## src/rtl/traffic_timing_pkg.sv

```systemverilog
// Shared encodings, default interval lengths and FSM state type for the interval timer.
// The walk interval encoding is only honoured when INTERVAL_WALK_EN is defined.
package traffic_timing_pkg;

  localparam int TIME_W_DEFAULT = 4;

  typedef enum logic [1:0] {
    SEL_BASE = 2'b00,
    SEL_EXT  = 2'b01,
    SEL_YEL  = 2'b10,
    SEL_WALK = 2'b11
  } interval_sel_e;

  localparam int DEF_T_BASE = 6;
  localparam int DEF_T_EXT  = 3;
  localparam int DEF_T_YEL  = 2;
  localparam int DEF_T_WALK = 3;

  typedef enum logic {
    ST_IDLE = 1'b0,
    ST_RUN  = 1'b1
  } timer_state_e;

endpackage

```

## src/rtl/tick_divider.sv

```systemverilog
// Prescaler producing one tick every CLK_DIV cycles while run is high.
// Holds at zero whenever the timer is idle or a countdown is (re)started.
module tick_divider #(
  parameter int CLK_DIV = 100
) (
  input  logic clk,
  input  logic reset,
  input  logic clear,
  input  logic run,
  output logic tick
);

  localparam int CNT_W = $clog2(CLK_DIV);
  localparam logic [CNT_W-1:0] LAST = CNT_W'(CLK_DIV - 1);

  logic [CNT_W-1:0] count;

  always_ff @(posedge clk) begin
    if (!reset || clear || !run) begin
      count <= '0;
    end else if (count == LAST) begin
      count <= '0;
    end else begin
      count <= count + CNT_W'(1);
    end
  end

  assign tick = run && (count == LAST);

endmodule

```

## src/rtl/interval_timer.sv

```systemverilog
// Programmable interval countdown timer with four (three without INTERVAL_WALK_EN)
// parameter registers and a one-cycle expired pulse.
module interval_timer
  import traffic_timing_pkg::*;
#(
  parameter int CLK_DIV = 100,
  parameter int TIME_W  = TIME_W_DEFAULT
) (
  input  logic              clk,
  input  logic              reset,
  input  logic              start_timer,
  input  logic [1:0]        interval,
  input  logic              prog_sync,
  input  logic [1:0]        param_sel,
  input  logic [TIME_W-1:0] time_value,
  output logic              expired,
  output logic              busy,
  output logic [TIME_W-1:0] time_left
);

  timer_state_e state, next_state;

  logic [TIME_W-1:0] t_base, t_ext, t_yel;
`ifdef INTERVAL_WALK_EN
  logic [TIME_W-1:0] t_walk;
`endif
  logic [TIME_W-1:0] sel_value;
  logic [TIME_W-1:0] prog_value;
  logic              tick;
  logic              final_tick;

  tick_divider #(.CLK_DIV(CLK_DIV)) u_tick_divider (
    .clk   (clk),
    .reset (reset),
    .clear (start_timer),
    .run   (state == ST_RUN),
    .tick  (tick)
  );

  always_comb begin
    sel_value = t_base;
    case (interval)
      SEL_EXT:  sel_value = t_ext;
      SEL_YEL:  sel_value = t_yel;
`ifdef INTERVAL_WALK_EN
      SEL_WALK: sel_value = t_walk;
`endif
      default:  sel_value = t_base;
    endcase
  end

  // A zero interval would never expire, so it is stored as a single tick.
  assign prog_value = (time_value == '0) ? TIME_W'(1) : time_value;

  always_ff @(posedge clk) begin
    if (!reset) begin
      t_base <= TIME_W'(DEF_T_BASE);
      t_ext  <= TIME_W'(DEF_T_EXT);
      t_yel  <= TIME_W'(DEF_T_YEL);
`ifdef INTERVAL_WALK_EN
      t_walk <= TIME_W'(DEF_T_WALK);
`endif
    end else if (prog_sync) begin
      case (param_sel)
        SEL_BASE: t_base <= prog_value;
        SEL_EXT:  t_ext  <= prog_value;
        SEL_YEL:  t_yel  <= prog_value;
`ifdef INTERVAL_WALK_EN
        SEL_WALK: t_walk <= prog_value;
`endif
        default: ;
      endcase
    end
  end

  assign final_tick = (state == ST_RUN) && tick && (time_left == TIME_W'(1));

  always_ff @(posedge clk) begin
    if (!reset) begin
      state <= ST_IDLE;
    end else begin
      state <= next_state;
    end
  end

  always_comb begin
    next_state = state;
    case (state)
      ST_IDLE: if (start_timer) next_state = ST_RUN;
      ST_RUN: begin
        if (start_timer) begin
          next_state = ST_RUN;
        end else if (final_tick) begin
          next_state = ST_IDLE;
        end
      end
      default: next_state = ST_IDLE;
    endcase
  end

  always_comb begin
    busy = (state == ST_RUN);
  end

  // A restart outranks the final tick, so the aborted count never pulses expired.
  always_ff @(posedge clk) begin
    if (!reset) begin
      time_left <= '0;
      expired   <= 1'b0;
    end else begin
      expired <= 1'b0;
      if (start_timer) begin
        time_left <= sel_value;
      end else if (final_tick) begin
        time_left <= '0;
        expired   <= 1'b1;
      end else if ((state == ST_RUN) && tick) begin
        time_left <= time_left - TIME_W'(1);
      end
    end
  end

endmodule
```

## config.mk

```make
export PLATFORM = sky130hd
export DESIGN_NAME = interval_timer
export DESIGN_NICKNAME = d
export VERILOG_FILES = /design/src/rtl/traffic_timing_pkg.sv /design/src/rtl/tick_divider.sv /design/src/rtl/interval_timer.sv
export SDC_FILE = /design/constraint.sdc
export NUM_CORES = 1
export LEC_CHECK = 0
export CORE_ASPECT_RATIO = 1.4
export CORE_UTILIZATION = 40
export DETAILED_ROUTE_END_ITERATION = 10
export MAX_ROUTING_LAYER = met4
export SLEW_MARGIN = 25
export SYNTH_ARGS = -nofsm -noshare
export SYNTH_HDL_FRONTEND = slang
export SYNTH_SLANG_ARGS = --single-unit
```

## constraint.sdc

```tcl
create_clock -name clk -period 4.13 [get_ports clk]
set_input_delay 1.239 -clock clk [delete_from_list [all_inputs] [get_ports clk]]
set_output_delay 1.239 -clock clk [all_outputs]
set_load 0.05 [all_outputs]
```

==> impl_metrics.toml, run 1 <==
[pwr]
p_per_area_nw_per_um2 = 331
p_total_mw = 0.473
leakagePower_nw = 0.567
vdd_ir_drop_max_uv = 170

[place]
dp_slack_ns = 1.25
portBuffers = 17
hpwl_mm = 1.77
place.gp.congestion = 0.853
dp.cells = 179
placed_cell_area_sq_um = 1390

[drt]
wire_per_inst_microns = 12.4
vias = 973
vias_per_cell = 5.32
drtPass1Iterations = 4
routed_wl_mm = 2.27
drt_iter0_drc = 14
ant_nets = 0
drc_errors = 0

[worst_setup_path]
start_kind = "flop"
worst-path-buf-inv = 1
path_cells = "clkdlybuf4s50_1"
critPathArrivalTime_ns = 1.49
required_ns = 2.89
slowest_stage = "clkdlybuf4s50_1"
worstSetupPathType = "flop to primary output"
crit_family = "buffers and inverters"
crit_path_max_incr_delay_ns = 0.82
crit_path_end_kind = "primary output"
crit_path_max_fanout = 5

[layout]
fin_nets = 164
post-route-util_pct = 50.2
finalInstanceArea_sq_um = 1430
finalNonFillerCells = 183
drive_gt1_share_pct = 4.11
diodes = 0
synthToLayoutAreaGrowth_pct = 21.1

[cts]
clk_pin_slew_worst_paths_ns = 0.08
worstSkewPairLatency_ns = 0.27
ctsResizeCount = 0
root_buffer = "clkbuf_8"
numCtsBuffers = 3
htreeDepth = 1
cts_tree = "built"
cts_buffer_depth = 2
cts_hold_buf = 0
clkSinkCount = 25
post_cts_buffers = 0

[sta]
timing.fmax_mhz = 366
final_hold_viol_count = 0
timing.final.crit_period_ns = 2.73
hold_ws_ns = 0.462
setup_tns_ns = 0
rsz0062_at_grt = "false"
fin_crit_sh_pct = 66.1
fin_ws_ns = 1.40
slew_headroom_pct = 61.8
clock_skew_ns = 0.00408
report.final.slew_viol_count = 0
finalSetupViolCount = 0
tightest_slew_ns = 0.571

[worst_hold_path]
hp-class = "flop to flop"

[logic_synthesis]
synth-main-ff-cell = "dfxtp_1"
avgSynthCellArea_sq_um = 9.23
async_flop_share_pct = 0
synth.distinct_cells = 35
synth.area.top_cells = "dfxtp_1 42%, mux2i_1 7.6%, ha_1 5.3%, nand2_1 5.1%, nor2_1 3.5%"
synth_top_area_share_pct = 42.4
synth_commonest_cells = "25 x dfxtp_1, 16 x nand2_1, 11 x nor2_1"
synthCells = 128
synth-seq-area-share_pct = 42.4
yosys_warnings = 0
synth_edf_count = 0
synth-seq-cells = 25
syn_area_sq_um = 1180
syn_nets = 145
synth.most_common_cell = "dfxtp_1"
yosys.area.top_type = "dfxtp_1"

[floorplanning]
fp-row-count = 23
start_util_pct = 41.5
core_area_sq_um = 2850
die_area_sq_um = 3180
die_h_microns = 66.3
die_w_microns = 47.9
io-pin-count = 18

[grt]
antenna_found_initial = 0
grt_overflow = 0
grt_pass1_vias = 913
grt_max_degree = 20
grt_usage_pct = 17.8
grt_pass1_wl_mm = 3.91

[run_status]
status = "complete, no violations"

[job]
drv_cap = 0
## layer usage
layer / part of all wire [%] / up-vias / global-route usage, %
met5: 0 / - / -
met4: 2.4 / 0 / 9.38
met3: 3.2 / 4 / 2.46
met2: 51 / 26 / 28.7
met1: 44 / 455 / 20.3
li1: - / 488 / -
## cell type report
type,count,area (sq um)
inverter,7,26.3
timing repair buffer,17,170
tap,37,46.3
multi-input combinational,93,642
fill,264,1420
clock buffer,4,45.0
sequential,25,500
## where the power goes
part / internal [mW] / switching (mW) / total (mW)
clock: 0.0690 / 0.0742 / 0.143
sequential: 0.249 / 0.00683 / 0.256
combinational: 0.0332 / 0.0406 / 0.0738
## registers in the layout, summed over array words and instances, names as in the netlist
signal / count
u_tick_divider.count: 7
t_base: 4
t_ext: 4
t_yel: 4
time_left: 4
busy: 1
expired: 1
## cell usage in the layout, fill, tap and decap left out
master	Yosys	final
mux2i_1	9	9
a211o_1	1	1
clkdlybuf4s50_1	0	17
clkbuf_1	2	1
nand3b_1	2	2
inv_1	7	7
a41o_1	1	1
xnor2_1	3	3
nand4_1	1	1
a221o_1	2	2
nor4_1	1	1
nand2_1	16	16
o211ai_1	4	4
nor3_1	4	4
a21oi_1	2	2
o211a_1	2	2
nor2b_1	6	6
clkbuf_8	0	3
and3_1	1	1
or3_1	1	1
a21boi_2	1	1
and2_1	2	2
nand3_1	6	6
o2111ai_1	1	1
o311ai_0	1	1
dfxtp_1	25	25
nor2_1	11	11
ha_1	5	5
nand2b_1	1	1
o21ai_0	2	2
xor2_1	2	2
nor4b_4	1	1
a22oi_1	1	1
a311oi_1	1	1
a21boi_0	1	1
nor3b_2	1	1
## cell families after synthesis
group	share of synthesized area [%]
and+or+nand+nor	24.0
DFF	42.4
AOI/OAI and AO/OA	13.7
buffers and inverters	3.28
muxes	7.63
xor gates and xnor gates	3.71
adders and majority gates	5.30
## worst paths after layout
kind,to,slack [ns],depth (start not counted),from
max reg2reg,time_left[0],2.64,5,u_tick_divider.count[0]
max,time_left[2],1.40,1,time_left[2]
min,u_tick_divider.count[0],0.46,1,u_tick_divider.count[0]
min reg2reg,u_tick_divider.count[0],0.46,1,u_tick_divider.count[0]
(Power assumes the default switching activity.)
==> run 2, diff against run 1 <==
clock period = 2.19 ns   (was 4.13 ns; I/O delays follow)
==> run 2 against run 1 <==
Compared with the run above:
- cell area up 2.4%
- worst hold slack better by 0.011 ns
- core utilization rose by 1.2 points
- sequential cell count did not move
==> impl_metrics.toml, run 2 (synthesized netlist as in run 1, its figures left out) <==
[run_status]
status = "complete, no violations"

[layout]
diodes = 0
regMostFlops = "u_tick_divider.count"
final_common_cell = "dfxtp_1"
drive_gt1_share_pct = 8.00
largest_reg_flops = 7
fin_nets = 168
finalInstanceArea_sq_um = 1460
synthToLayoutAreaGrowth_pct = 23.9
layout_common_cells = "25 x dfxtp_1, 16 x nand2_1, 15 x clkdlybuf4s50_1"

[cts]
clkSinkCount = 25
post_cts_buffers = 0
htreeDepth = 1
numCtsBuffers = 3
worstSkewPairLatency_ns = 0.27
cts_buffer_depth = 2
clk_pin_slew_worst_paths_ns = 0.09
ctsResizeCount = 0
cts_tree = "built"
cts_hold_buf = 0
root_buffer = "clkbuf_8"

[job]
drv_cap = 0

[drt]
routed_wl_mm = 2.30
vias_per_cell = 5.18
drc_errors = 0
wire_per_inst_microns = 12.3
drtPass1Iterations = 4
drt_iter0_drc = 17
ant_nets = 0
vias = 968

[floorplanning]
start_util_pct = 41.5
fp-row-count = 23
core_area_sq_um = 2850
die_area_sq_um = 3180
io-pin-count = 18
die_w_microns = 47.9
die_h_microns = 66.3

[worst_setup_path]
crit_path_max_incr_delay_ns = 0.82
critPathArrivalTime_ns = 1.47
worst-path-buf-inv = 1
start_kind = "flop"
crit_path_max_fanout = 5
required_ns = 1.53
path_cells = "clkdlybuf4s50_1"
crit_family = "buffers and inverters"
slowest_stage = "clkdlybuf4s50_1"
crit_path_end_kind = "primary output"
worstSetupPathType = "flop to primary output"

[place]
portBuffers = 17
place.gp.congestion = 0.780
dp_slack_ns = -0.0128
placed_cell_area_sq_um = 1410
hpwl_mm = 1.83

[sta]
timing.final.crit_period_ns = 2.13
fin_crit_sh_pct = 97.1
fin_ws_ns = 0.0634
final_hold_viol_count = 0
tightest_slew_ns = 0.497
clock_skew_ns = 0.00702
report.final.slew_viol_count = 0
hold_ws_ns = 0.473
rsz0062_at_grt = "false"
slew_headroom_pct = 66.8
finalSetupViolCount = 0
timing.fmax_mhz = 470

[grt]
grt_usage_pct = 18.0
grt_overflow = 0
antenna_found_initial = 0
grt_max_degree = 18
grt_pass1_vias = 880
grt_pass1_wl_mm = 3.90

[pwr]
vdd_ir_drop_max_uv = 381
leakagePower_nw = 0.603
p_per_area_nw_per_um2 = 616

[worst_hold_path]
hp-class = "flop to flop"
## run 2: cell types whose count changed in the layout (fill, tap and decap cells not counted), sizes merged
| cell | previous run | this run |
|---|---|---|
| clkinvlp | 0 | 1 |
| dlymetal6s2s | 0 | 1 |
| clkbuf | 4 | 3 |
| buf | 0 | 5 |
| clkdlybuf4s50 | 17 | 15 |
## run 2: final cells by class
type	instances	area, sq um
flip-flops and latches	25	500
repair buffers	21	200
well taps	37	46.3
clock buffers	3	41.3
clock inverters	1	7.51
fillers	277	1390
multi-input cells	93	642
inverters	7	26.3
## run 2: stage by stage
step                total power [mW]  utilization, %  instances  TNS (ns)
floorplan                      0.580               -        128         0
detailed placement             0.638            49.6        183   -0.0128
CTS                            0.914            51.3        187         0
global route                   0.948            51.4        187         0
finish                         0.901            51.4        187         0
global placement               0.634            49.6        183         0
## run 2: layer usage
metal	part of all wire, %	vias to the layer above	track usage (%)
met3	3.0	5	3.28
met4	2.0	0	8.33
li1	-	500	-
met2	53	20	28.2
met1	42	443	21.5
met5	0	-	-
## run 2: worst paths after layout
path	startpoint	end	slack, ns	cells past startpoint
max	time_left[2]	time_left[2]	0.06	1
min	u_tick_divider.count[0]	u_tick_divider.count[0]	0.47	1
max reg2reg	u_tick_divider.count[0]	time_left[0]	0.68	5
min reg2reg	u_tick_divider.count[0]	u_tick_divider.count[0]	0.47	1
## run 2: worst reg2reg max path, stage by stage, from the launching register on
cell and delay (ns):
dfxtp_1 0.38, ha_1 0.27, and3_1 0.26, a21oi_1 0.09, a41o_1 0.21, o211a_1 0.19
## run 2: power breakdown
part / internal (mW) / total (mW) / leakage (nW) / switching (mW)
combinational: 0.0671 / 0.143 / 0.378 / 0.0759
clock: 0.129 / 0.275 / 0.0217 / 0.146
sequential: 0.470 / 0.483 / 0.204 / 0.0130
==> run 3, diff against run 2 <==
CORE_MARGIN = 4   (was unset)
SYNTH_HIERARCHICAL = 1   (was unset)
==> run 3 against run 2 <==
Compared with the run above:
- non-clock buffer count up 2
- count of clock-buffer cells in the layout up 1
- first-iteration DRC count grew 53%
- via count rose by 0.72%
- setup slack improved by 0.10 ns
- critical path type unchanged
- clock skew is 0.0043 ns lower
==> impl_metrics.toml, run 3 <==
[worst_setup_path]
crit_family = "buffers and inverters"
worstReg2RegStart = "u_tick_divider/count[0]"
crit_path_end_kind = "primary output"
r2r_end = "time_left[2]"
reg2reg_depth = 6
slowest_stage = "clkdlybuf4s50_1"
required_ns = 1.53
crit_path_max_incr_delay_ns = 0.79
crit_cells = 1
worst-path-buf-inv = 1
crit_path_max_fanout = 1
critPathArrivalTime_ns = 1.37
path_cells = "clkdlybuf4s50_1"
start_kind = "flop"
worstSetupPathType = "flop to primary output"
reg2reg_slack_ns = 0.23

[layout]
post-route-util_pct = 51.8
diodes = 0
synthToLayoutAreaGrowth_pct = 23.3
final_common_cell = "dfxtp_1"
finalNonFillerCells = 192
n_fill_cell = 265
fin_nets = 173
largest_reg_flops = 7
drive_gt1_share_pct = 13.5
layout_common_cells = "25 x dfxtp_1, 15 x nand2_1, 14 x nor2_1"
regMostFlops = "u_tick_divider/count"

[floorplanning]
die_w_microns = 54.7
fp-row-count = 23
die_area_sq_um = 4010
die_h_microns = 73.4
core_area_sq_um = 2910
io-pin-count = 18
start_util_pct = 42.0

[logic_synthesis]
synth-seq-area-share_pct = 41.0
syn_area_sq_um = 1220
synth-main-ff-cell = "dfxtp_1"
synthCells = 130
yosys_warnings = 6
async_flop_share_pct = 0
synth_edf_count = 0
synth.most_common_cell = "dfxtp_1"
synth.area.top_cells = "dfxtp_1 41%, mux2i_1 7.4%, ha_1 5.1%, nand2_1 4.6%, nor2_1 4.3%"
synth.distinct_cells = 37
synth-seq-cells = 25
syn_nets = 147
synth_top_area_share_pct = 41.0
yosys.area.top_type = "dfxtp_1"
avgSynthCellArea_sq_um = 9.39
synth_commonest_cells = "25 x dfxtp_1, 15 x nand2_1, 14 x nor2_1"

[sta]
timing.fmax_mhz = 494
rsz0062_at_grt = "false"
timing.final.crit_period_ns = 2.02
setup_tns_ns = 0
report.final.slew_viol_count = 0
finalSetupViolCount = 0
final_hold_viol_count = 0
slew_headroom_pct = 66.4
clock_skew_ns = 0.00272
tightest_slew_ns = 0.502
fin_crit_sh_pct = 92.4

[cts]
root_buffer = "clkbuf_8"
cts_hold_buf = 0
post_cts_buffers = 0
worstSkewPairLatency_ns = 0.26
clk_pin_slew_worst_paths_ns = 0.08
numCtsBuffers = 3
clkSinkCount = 25
cts_buffer_depth = 2
htreeDepth = 1
cts_tree = "built"
ctsResizeCount = 0

[grt]
grt_usage_pct = 14.5
grt_pass1_vias = 963
grt_overflow = 0
antenna_found_initial = 0
grt_max_degree = 14
grt_pass1_wl_mm = 4.20

[drt]
ant_nets = 0
drc_errors = 0
routed_wl_mm = 2.33
drtPass1Iterations = 3
vias = 975
wire_per_inst_microns = 12.2
drt_iter0_drc = 26
vias_per_cell = 5.08

[pwr]
p_per_area_nw_per_um2 = 630
vdd_ir_drop_max_uv = 375
p_total_mw = 0.948
leakagePower_nw = 0.601

[worst_hold_path]
hold_depth = 1
hold_path_end = "u_tick_divider/count[0]"
hp-class = "flop to flop"
hp-start = "u_tick_divider/count[0]"

[place]
hpwl_mm = 1.84
place.gp.congestion = 0.764
portBuffers = 17
dp.cells = 188

[job]
drv_cap = 0

[run_status]
status = "complete, no violations"
## run 3: cell types whose count changed after synthesis, sizes merged, moves of 2 or more
cell,previous run,this run
a31o,0,2
o211ai,4,1
and3b,0,3
a221oi,0,2
nor2b,6,3
nand3,6,3
nor2,11,14
a211oi,0,4
a221o,2,0
clkbuf,2,0
o32ai,0,2
o211a,2,0
## run 3: cells by family (layout without fill, tap and decap cells)
kind of cell | count (synthesis) | after routing | share of synthesized area, %
AOI/OAI and AO/OA | 24 | 24 | 16.2
xor gates and xnor gates | 5 | 5 | 3.59
adders and majority gates | 5 | 5 | 5.12
buffers and inverters | 9 | 34 | 2.97
DFF | 25 | 25 | 41.0
muxes | 9 | 9 | 7.38
and+or+nand+nor | 53 | 53 | 23.8
## run 3: power breakdown
part           switching (mW)  leakage (nW)  total (mW)  internal, mW
Sequential             0.0191         0.204       0.493         0.474
Combinational          0.0994         0.374       0.187        0.0878
Clock                   0.139        0.0228       0.268         0.130
## run 3: how the worst max path moves through the flow
stage | startpoint | endpoint | slack (ns)
after CTS | expired | expired | 0.15
after floorplan | busy | time_left[2] | 0.11
after global placement | interval[0] | time_left[0] | -0.006
after global routing | u_tick_divider/count[0] | time_left[2] | 0.06
after detailed placement | interval[0] | time_left[0] | -0.05
final | expired | expired | 0.17
## run 3: area by class of cell
class / count / area [sq um] / area share (%)
multi-input cells: 96 / 684 / 45.5
flip-flops and latches: 25 / 500 / 33.3
repair buffers: 23 / 203 / 13.5
well taps: 37 / 46.3 / 3.08
clock buffers: 4 / 45.0 / 2.99
inverters: 7 / 26.3 / 1.75
## run 3: layer usage
layer,track usage [%],routed length (microns),vias to the layer above
met3,2.43,78,2
met5,-,0,-
li1,-,-,517
met1,18.7,1120,444
met2,22.4,1120,12
met4,4.99,20,0
## run 3: through the flow
stage	cell area, sq um	worst slack (ns)	hold slack (ns)
floorplan	1220	0.114	0.418
global placement	1460	-0.00572	0.430
detailed placement	1460	-0.0523	0.436
CTS	1510	0.154	0.456
global route	1510	0.0602	0.498
finish	1510	0.166	0.454
